==> src/rtl/timer_peripheral.sv <==
// Memory-mapped timer / LED / seven-segment peripheral on the MEM-stage data bus.
// Define SYSTICK_EN to build the free-running SYSTICK counter at offset 0x14.
module timer_peripheral #(
    parameter logic [31:0] BASE_ADDR = 32'h4000_0000
) (
    input  logic        clk,
    input  logic        reset,
    input  logic        MemRead,
    input  logic        MemWrite,
    input  logic [31:0] Address,
    input  logic [31:0] WriteData,
    output logic [31:0] ReadData,
    output logic        IRQ,
    output logic [7:0]  leds,
    output logic [11:0] digi
);

    localparam logic [5:0] REG_TH      = 6'd0;
    localparam logic [5:0] REG_TL      = 6'd1;
    localparam logic [5:0] REG_TCON    = 6'd2;
    localparam logic [5:0] REG_LEDS    = 6'd3;
    localparam logic [5:0] REG_DIGI    = 6'd4;
`ifdef SYSTICK_EN
    localparam logic [5:0] REG_SYSTICK = 6'd5;
`endif

    logic        hit;
    logic [5:0]  sel;
    logic        wr_en;
    logic        unused_addr_lsbs;

    logic [31:0] th_q, th_d;
    logic [31:0] tl_q, tl_d;
    logic [2:0]  tcon_q, tcon_d;
    logic [7:0]  leds_q, leds_d;
    logic [11:0] digi_q, digi_d;

    assign hit              = (Address[31:8] == BASE_ADDR[31:8]);
    assign sel              = Address[7:2];
    assign wr_en            = MemWrite & hit;
    assign unused_addr_lsbs = ^Address[1:0];

    // Timer advance is computed first so a same-cycle CPU write overrides it.
    always_comb begin
        th_d   = th_q;
        tl_d   = tl_q;
        tcon_d = tcon_q;
        leds_d = leds_q;
        digi_d = digi_q;
        if (tcon_q[0]) begin
            if (tl_q == 32'hFFFF_FFFF) begin
                tl_d = th_q;
                if (tcon_q[1]) begin
                    tcon_d[2] = 1'b1;
                end
            end else begin
                tl_d = tl_q + 32'd1;
            end
        end
        if (wr_en) begin
            case (sel)
                REG_TH:   th_d   = WriteData;
                REG_TL:   tl_d   = WriteData;
                REG_TCON: tcon_d = WriteData[2:0];
                REG_LEDS: leds_d = WriteData[7:0];
                REG_DIGI: digi_d = WriteData[11:0];
                default:  ;
            endcase
        end
    end

    always_ff @(posedge clk or negedge reset) begin
        if (!reset) begin
            th_q   <= '0;
            tl_q   <= '0;
            tcon_q <= '0;
            leds_q <= '0;
            digi_q <= '0;
        end else begin
            th_q   <= th_d;
            tl_q   <= tl_d;
            tcon_q <= tcon_d;
            leds_q <= leds_d;
            digi_q <= digi_d;
        end
    end

`ifdef SYSTICK_EN
    logic [31:0] systick_q;

    always_ff @(posedge clk or negedge reset) begin
        if (!reset) begin
            systick_q <= '0;
        end else begin
            systick_q <= systick_q + 32'd1;
        end
    end
`endif

    // Read port is combinational so a simultaneous store still returns the old value.
    always_comb begin
        ReadData = '0;
        if (MemRead && hit) begin
            case (sel)
                REG_TH:      ReadData = th_q;
                REG_TL:      ReadData = tl_q;
                REG_TCON:    ReadData = {29'd0, tcon_q};
                REG_LEDS:    ReadData = {24'd0, leds_q};
                REG_DIGI:    ReadData = {20'd0, digi_q};
`ifdef SYSTICK_EN
                REG_SYSTICK: ReadData = systick_q;
`endif
                default:     ReadData = '0;
            endcase
        end
    end

    assign IRQ  = tcon_q[1] & tcon_q[2];
    assign leds = leds_q;
    assign digi = digi_q;

endmodule
==> config.mk <==
export PLATFORM = sky130hd
export DESIGN_NAME = timer_peripheral
export DESIGN_NICKNAME = d
export VERILOG_FILES = /design/src/rtl/timer_peripheral.sv
export SDC_FILE = /design/constraint.sdc
export NUM_CORES = 1
export LEC_CHECK = 0
export CAP_MARGIN = 20
export CORE_ASPECT_RATIO = 1.2
export CORE_MARGIN = 2
export CORE_UTILIZATION = 46
export DETAILED_ROUTE_END_ITERATION = 8
export GPL_TIMING_DRIVEN = 0
export PLACE_DENSITY = 0.88
export RECOVER_POWER = 100
export REMOVE_ABC_BUFFERS = 1
export SETUP_SLACK_MARGIN = 0.05
export SYNTH_ARGS = -nofsm -noshare
export SYNTH_HDL_FRONTEND = slang
export SYNTH_SLANG_ARGS = --single-unit
==> constraint.sdc <==
create_clock -name clk -period 2.3 [get_ports clk]
set_clock_uncertainty 0.15 [all_clocks]
set_input_delay 0.46 -clock clk [delete_from_list [all_inputs] [get_ports clk]]
set_output_delay 0.46 -clock clk [all_outputs]
set_load 0.01 [all_outputs]
[After elaboration in Yosys (flattened, before gate mapping)]
Index checks and enable logic that the tools add are counted.
Storage, ports and cells
  word-level logic and storage cells: 32
  bits in registers: 87
Operators by class
  $add $sub $neg: 1
  reduce and logical (&&, ||, !) cells: 6
  bitwise gates (word level): 2
  multiplexer cells: 11
  eq/ne operators: 6
Operators by type and width (count)
  $mux W32: 5
  $pmux W32 S5: 1
  $add A32 B1 Y32 const B: 1
  $eq A32 B32 Y1 const B: 1
  $eq A24 B23 Y1 const B: 1
  $eq A6 B2 Y1 const B: 2
  $reduce_and A2 Y1: 4
  $eq A6 B1 Y1 const B: 1
  $eq A6 B3 Y1 const B: 1
  $logic_not A6 Y1: 1
  $mux W3: 2
  $mux W1: 3
  $and A1 B1 Y1: 2
  $logic_and A1 B1 Y1: 1

[Depth between registers and ports, before layout]
Gate-level depths: netlist of the first run.
  word-level depth: 5
  depth in mapped cells: 8
  depth with buffers taken out: 7

[Worst setup path before layout of the first run]
Ideal clock, no wire load.
  path type: input port to output port
  start: input Address[5]
  end: output ReadData[21]
  slack: -295 ps
  required time: 1690 ps
  cell stages on the path: 7
  arrival: 1985 ps
  cells stage by stage: nor4_4 nand2_1 nor2_1 clkbuf_1 clkbuf_1 a22oi_1 nor2_1
On the way
  longest elaborated chain between the ends: 3
Ends and longest elaborated chain
  start: declaration: line 10  | input logic [31:0] Address,
  $eq A6 B3 Y1 (tied with other cells): line 104  | case (sel)
  $pmux W32 S5 (*): line 104
  $mux W32 (*): line 103  | if (MemRead && hit) begin
  end: declaration: line 12  | output logic [31:0] ReadData,
Mark *: on every way between the ends. The rest lies on a longest branch, timed or not.

[Final worst setup path of the first run]
  start: input Address[9]
  end: output ReadData[6]
On the way
  longest elaborated chain between the ends: 3
Ends and longest elaborated chain
  $eq A24 B23 Y1: line 38  | assign hit = (Address[31:8] == BASE_ADDR[31:8]);
  $logic_and A1 B1 Y1: line 103
  $mux W32: line 103
Every way passes these cells.

==> results.tsv, run 1 <==
metric	value	unit
Tcrit/Tclk final	1.14	
Yosys top cell area share	0.430	
CTS tree	built	
Post-synth top flop	dfrtp_1	
final hold vios	0	
area of the multi-input gates	0.00318	sq mm
worst endpoint required time	1690	ps
post-route minimum period	2610	ps
num rows	41	
clock insertion delay at the later pin of the skew report	350	ps
DR WL met3	2230	um
Worst EP arrival	2000	ps
layout cells sized above 1	0.401	
unrepaired setup endpoints after global routing	true	
Max Cap Viol	0	
gpl congestion	0.851	
port bufs	118	
hpwl dp	10800	um
Post-Place Worst Slack	-1830	ps
Post-synth EDFFs	0	
WS Path Type	in -> out	
die area	0.0119	sq mm
Clock Tree Buf Depth	2	
Highest Clock Rate	383	MHz
Seq cells post-synth	87	
synthesis warning total	0	
Final Worst Setup Slack	-313	ps
Hold Crit Class	reg -> reg	
initial core utilization	0.477	
worst-path fanout max	5	
number of diodes	0	
CTS sink count	87	
Startpoint Class	input pin	
clock transition at the registers of the reported paths	60	ps
total core area	0.0106	sq mm
Root Driver	clkbuf_16	
Met1 Routed Length	6990	um
overall routing resource usage	0.322	
Top Layer Used	met4	
area grow syn2layout	52.3	%
DR WL/cell	25.9	um
DR pass1 iterations	8	
area leader, netlist	dfrtp_1	
Slew headroom	0.283	
worst slew pin tran	1080	ps
sequential fraction of the synthesis area	0.430	
Cell Pwr Density	436	mW/mm^2
initial antenna violation count	0	
# fillers	678	
Fin Hold WS	380	ps
failing checks	negative setup slack	
die extent in y	119	um
Top Ports	121	
DRT iter0 DRCs	883	
register area	0.00219	sq mm
largest net degree at the start of global routing	48	
worst vdd ir	336	uV
Mapped Area	0.00506	sq mm
GR Overflow Total	0	
status	finished with violations	
Final Setup Violations	59	
commonest cells in the netlist	dfrtp_1, nand2_1, mux2_2	
vias per cell	6.94	
DRC violations left	0	
Post-synth ARST share	1.00	
Die W	99.8	um
first-pass GRT wire length	30400	um
cells after synthesis	538	
vias in the first global route	5753	
synth top area cells	dfrtp_1, mux2_2, nand2_1, nor2_1, a22oi_1	
CTS Buf Count	9	
metal2 WL	10600	um
H-Tree Depth	3	
final net count	771	
Antenna Violating Nets Remaining	0	
Post-Route WL	21600	um
Final Max Slew Viols	0	
vias	5796	
most common cell in the synthesized netlist	dfrtp_1	
Yosys cell types	48	
LEAKAGE	3.34	nW
Crit. End Element	output pin	
syn avg cell area	9.41	sq um
area by class of cell:
class | count | area share
well taps | 129 | 0.0209
clock inverters | 4 | 0.00908
repair buffers | 186 | 0.238
flip-flops and latches | 87 | 0.285
inverters | 7 | 0.00341
multi-input cells | 411 | 0.412
clock buffers | 11 | 0.0315
cells in the final DEF (no fill, tap or decap), types with 7 or more instances in the layout:
master / synthesis / layout
o31ai_1: 7 / 7
buf_12: 0 / 8
mux2i_1: 7 / 7
dfrtp_1: 87 / 73
a222oi_1: 9 / 9
nand3_1: 14 / 13
clkbuf_16: 0 / 11
clkdlybuf4s50_1: 0 / 34
buf_8: 0 / 9
a31oi_1: 13 / 13
nor2_2: 0 / 7
o211ai_1: 9 / 9
nand2_1: 59 / 55
o21ai_0: 24 / 23
buf_2: 9 / 34
nor3_1: 11 / 9
mux2_2: 51 / 50
a22oi_1: 23 / 11
nand4_1: 11 / 11
nor2_1: 49 / 31
and3_1: 18 / 12
a21oi_1: 22 / 14
nor2_4: 0 / 12
a22oi_2: 0 / 12
nor4_4: 2 / 7
dfrtp_2: 0 / 14
buf_6: 0 / 28
inv_1: 7 / 7
xor2_1: 8 / 8
buf_4: 2 / 36
dlygate4sd3_1: 0 / 22
kinds of logic after synthesis:
kind of cell	Yosys count	synth area share
compound gates	126	0.169
mux	58	0.127
flops	87	0.430
simple gates	210	0.213
buf+inv	43	0.0358
xor+xnor	13	0.0225
fa+ha+maj	1	0.00247
report_power, final:
group	total, W	switching [W]	internal [W]
clock network	0.00161	0.000633	0.000974
logic	0.000227	0.000111	0.000116
registers	0.00153	0.000000000367	0.00153
through the flow:
stage	setup TNS (ps)	total power, W	cells	area [sq um]	util
3_3_place_gp	-515350	0.00174	749	6250	0.589
2_1_floorplan	-87660	0.00158	502	4910	-
5_1_grt	-15130	0.00344	835	7710	0.726
3_5_place_dp	-145860	0.00176	759	6420	0.604
4_1_cts	-3320	0.00331	817	7200	0.678
6_report	-10400	0.00336	835	7710	0.726
worst max-delay path, cell delays in order:
cell      delay, ps
buf_6            90
nor4_2          300
nand4_1         180
nor2_1          150
o211ai_1        160
buf_4           240
buf_12          160
a21oi_4         140
buf_6           120
worst paths after layout:
path / to / slack (ps) / cells past startpoint / start
max in group asynchronous: tl_q[5] / 280 / 3 / reset
min in group asynchronous: tl_q[22] / 680 / 2 / reset
max reg2reg: tl_q[6] / 0 / 7 / tl_q[4]
min: leds[3] / 380 / 1 / leds[3]
min reg2reg: leds[3] / 380 / 1 / leds[3]
max: ReadData[6] / -310 / 9 / Address[9]
timing repair:
| action | CTS | global route |
|---|---|---|
| pin swaps | 27 | 43 |
| hold buffers | 1 | 0 |
| setup buffers | 37 | 21 |
| endpoints found under the setup margin | 119 | 115 |
| gates cloned | 5 | 2 |
| hold endpoints to repair | 37 | 0 |
| gates resized for setup | 315 | 104 |
registers in the layout, indices dropped and copies added, names as in the netlist:
name    cells
digi       12
leds        8
tcon_q      3
th_q       32
tl_q       32
per-layer routing:
layer,up-vias,track usage
met5,-,0
li1,2340,-
met4,0,0.195
met1,2760,0.380
met2,517,0.538
met3,179,0.0634
Power figures use the tool's default switching activity.
==> run 2, diff against run 1 <==
--- a/config.mk
+++ b/config.mk
@@ -8,10 +8,12 @@
 export CAP_MARGIN = 20
 export CORE_ASPECT_RATIO = 1.2
 export CORE_MARGIN = 2
-export CORE_UTILIZATION = 46
+export CORE_UTILIZATION = 47
+export CTS_BUF_LIST = sky130_fd_sc_hd__clkbuf_8
 export DETAILED_ROUTE_END_ITERATION = 8
 export GPL_TIMING_DRIVEN = 0
-export PLACE_DENSITY = 0.88
+export MAX_ROUTING_LAYER = met4
+export PLACE_DENSITY = 0.89
 export RECOVER_POWER = 100
 export REMOVE_ABC_BUFFERS = 1
 export SETUP_SLACK_MARGIN = 0.05
==> run 2 against run 1 <==
The run ends with design-rule violations, negative setup slack left. Critical path depth unchanged. Fmax decreased by 4.0%. Sequential power about the same. Setup slack got worse by 110 ps. Largest cell class unchanged. Largest power group is now sequential cells.
==> results.tsv, run 2 (synthesis gave the netlist of run 1 again) <==
metric	value	unit	change
worst vdd ir	464	uV	+38%
unrepaired setup endpoints after global routing	true		
commonest non-fill, non-tap cell in the layout	dfrtp_1		
num rows	41		unchanged
initial antenna violation count	0		unchanged
Hold Crit Class	reg -> reg		
Cell Count Post-Placement	759		unchanged
Final Worst Setup Slack	-423	ps	-110 ps
Clock Tree Buf Depth	2		unchanged
Slew headroom	0.303		+0.0202
layout cells sized above 1	0.408		+0.00703
Hold Crit Depth	1		unchanged
largest net degree at the start of global routing	48		unchanged
die area	0.0116	sq mm	-2.1%
R2R Path End	tl_q[6]		
Final Setup Violations	100		+69%
Post-Route Setup TNS	-16850	ps	-6450 ps
vias	5855		+1.0%
Max Cap Viol	0		unchanged
area grow syn2layout	50.6	%	
worst-path fanout max	6		+1
die extent in y	118	um	-1.0%
Tot Pwr	0.00292	W	-13%
WS Path Type	in -> out		
vias in the first global route	5568		-3.2%
WHS Endpoint	leds[0]		
Antenna Violating Nets Remaining	0		unchanged
Die W	98.8	um	-1.0%
initial core utilization	0.481		+0.00465
CTS tree	built		
Root Driver	clkbuf_8		
gpl congestion	0.858		+0.82%
overall routing resource usage	0.318		-0.00415
Hold Crit Start	leds[0]		
final hold vios	0		unchanged
status	finished with violations		
Tcrit/Tclk final	1.18		+0.0477
DRT iter0 DRCs	759		-14%
worst slew pin tran	1050	ps	-30.4 ps
DR pass1 iterations	9		+1
Cell Pwr Density	383	mW/mm^2	-12%
post-route minimum period	2720	ps	+110 ps
clock transition at the registers of the reported paths	90	ps	+30 ps
Top Ports	121		unchanged
LEAKAGE	3.27	nW	-2.0%
H-Tree Depth	3		unchanged
Worst EP arrival	2110	ps	+110 ps
Post-Route WL	21500	um	-0.55%
DRC violations left	15		+15
critical register-to-register path startpoint	tl_q[0]		
Post-Place Worst Slack	-1870	ps	-32.7 ps
Startpoint Class	input pin		
Crit. End Element	output pin		
final net count	775		+0.52%
utilization after layout	0.725		-0.00112
failing checks	design-rule violations, negative setup slack		
CTS sink count	87		unchanged
first-pass GRT wire length	29000	um	-4.5%
worst endpoint required time	1690	ps	about the same
DR WL/cell	25.6	um	-1.1%
most frequent cells in the layout	dfrtp_1, nand2_1, mux2_2		
Finished Layout Cells	840		+0.60%
Highest Clock Rate	367	MHz	-4.0%
number of diodes	0		unchanged
reg-to-reg setup timing slack	-310	ps	-310 ps
Final Max Slew Viols	0		unchanged
hpwl dp	10600	um	-1.5%
worst r2r path cells	8		+1
total core area	0.0105	sq mm	-0.97%
vias per cell	6.97		+0.42%
CTS Buf Count	9		unchanged
clock insertion delay at the later pin of the skew report	380	ps	+30 ps
port bufs	118		unchanged
GR Overflow Total	0		unchanged
==> run 2: what timing repair did <==
item	CTS	global route
hold buffers	1	0
resized for setup	332	93
endpoints found under the hold margin	40	0
gates cloned	5	4
pin swaps	39	27
buffers inserted	42	14
endpoints found under the setup margin	119	107
==> run 2: area by class of cell <==
class	count	area (sq um)
Clock inverter	5	57.6
Sequential cell	87	2190
Clock buffer	11	151
Inverter	7	26.3
Tap cell	129	161
Multi-Input combinational cell	414	3240
Timing Repair Buffer	187	1800
Fill cell	668	2890
==> run 2: worst max-delay path, cell delays in order <==
cell      delay, ps
buf_2           110
nor4_2          340
nand4_1         240
nor2_2          170
o211ai_1        150
buf_4           230
buf_12          160
a21oi_4         130
buf_6           120
==> run 2: how the worst max path moves through the flow <==
stage	start	end	slack, ps
global placement	Address[2]	ReadData[6]	-4190
detailed placement	Address[5]	ReadData[6]	-1870
CTS	Address[10]	ReadData[6]	-140
global route	Address[30]	ReadData[5]	-490
floorplan	Address[3]	ReadData[0]	-1200
finish	Address[23]	ReadData[6]	-420
==> run 2: routing by layer <==
layer / up-vias / share of wire / track usage
li1: 2347 / - / -
met1: 2778 / 0.33 / 0.382
met2: 552 / 0.48 / 0.519
met3: 178 / 0.11 / 0.0558
met4: 0 / 0.078 / 0.148
met5: - / 0 / -
==> run 2: metrics by stage <==
stage,hold WS [ps],instance area [sq um]
floorplan,14.4,4910
global placement,363,6250
detailed placement,336,6410
CTS,394,7190
global route,412,7630
finish,388,7630
==> run 2: power by group <==
part | switching (W) | internal [W] | total (W)
logic | 0.000110 | 0.000113 | 0.000223
clock network | 0.000611 | 0.000560 | 0.00117
registers | 0.000000000378 | 0.00153 | 0.00153
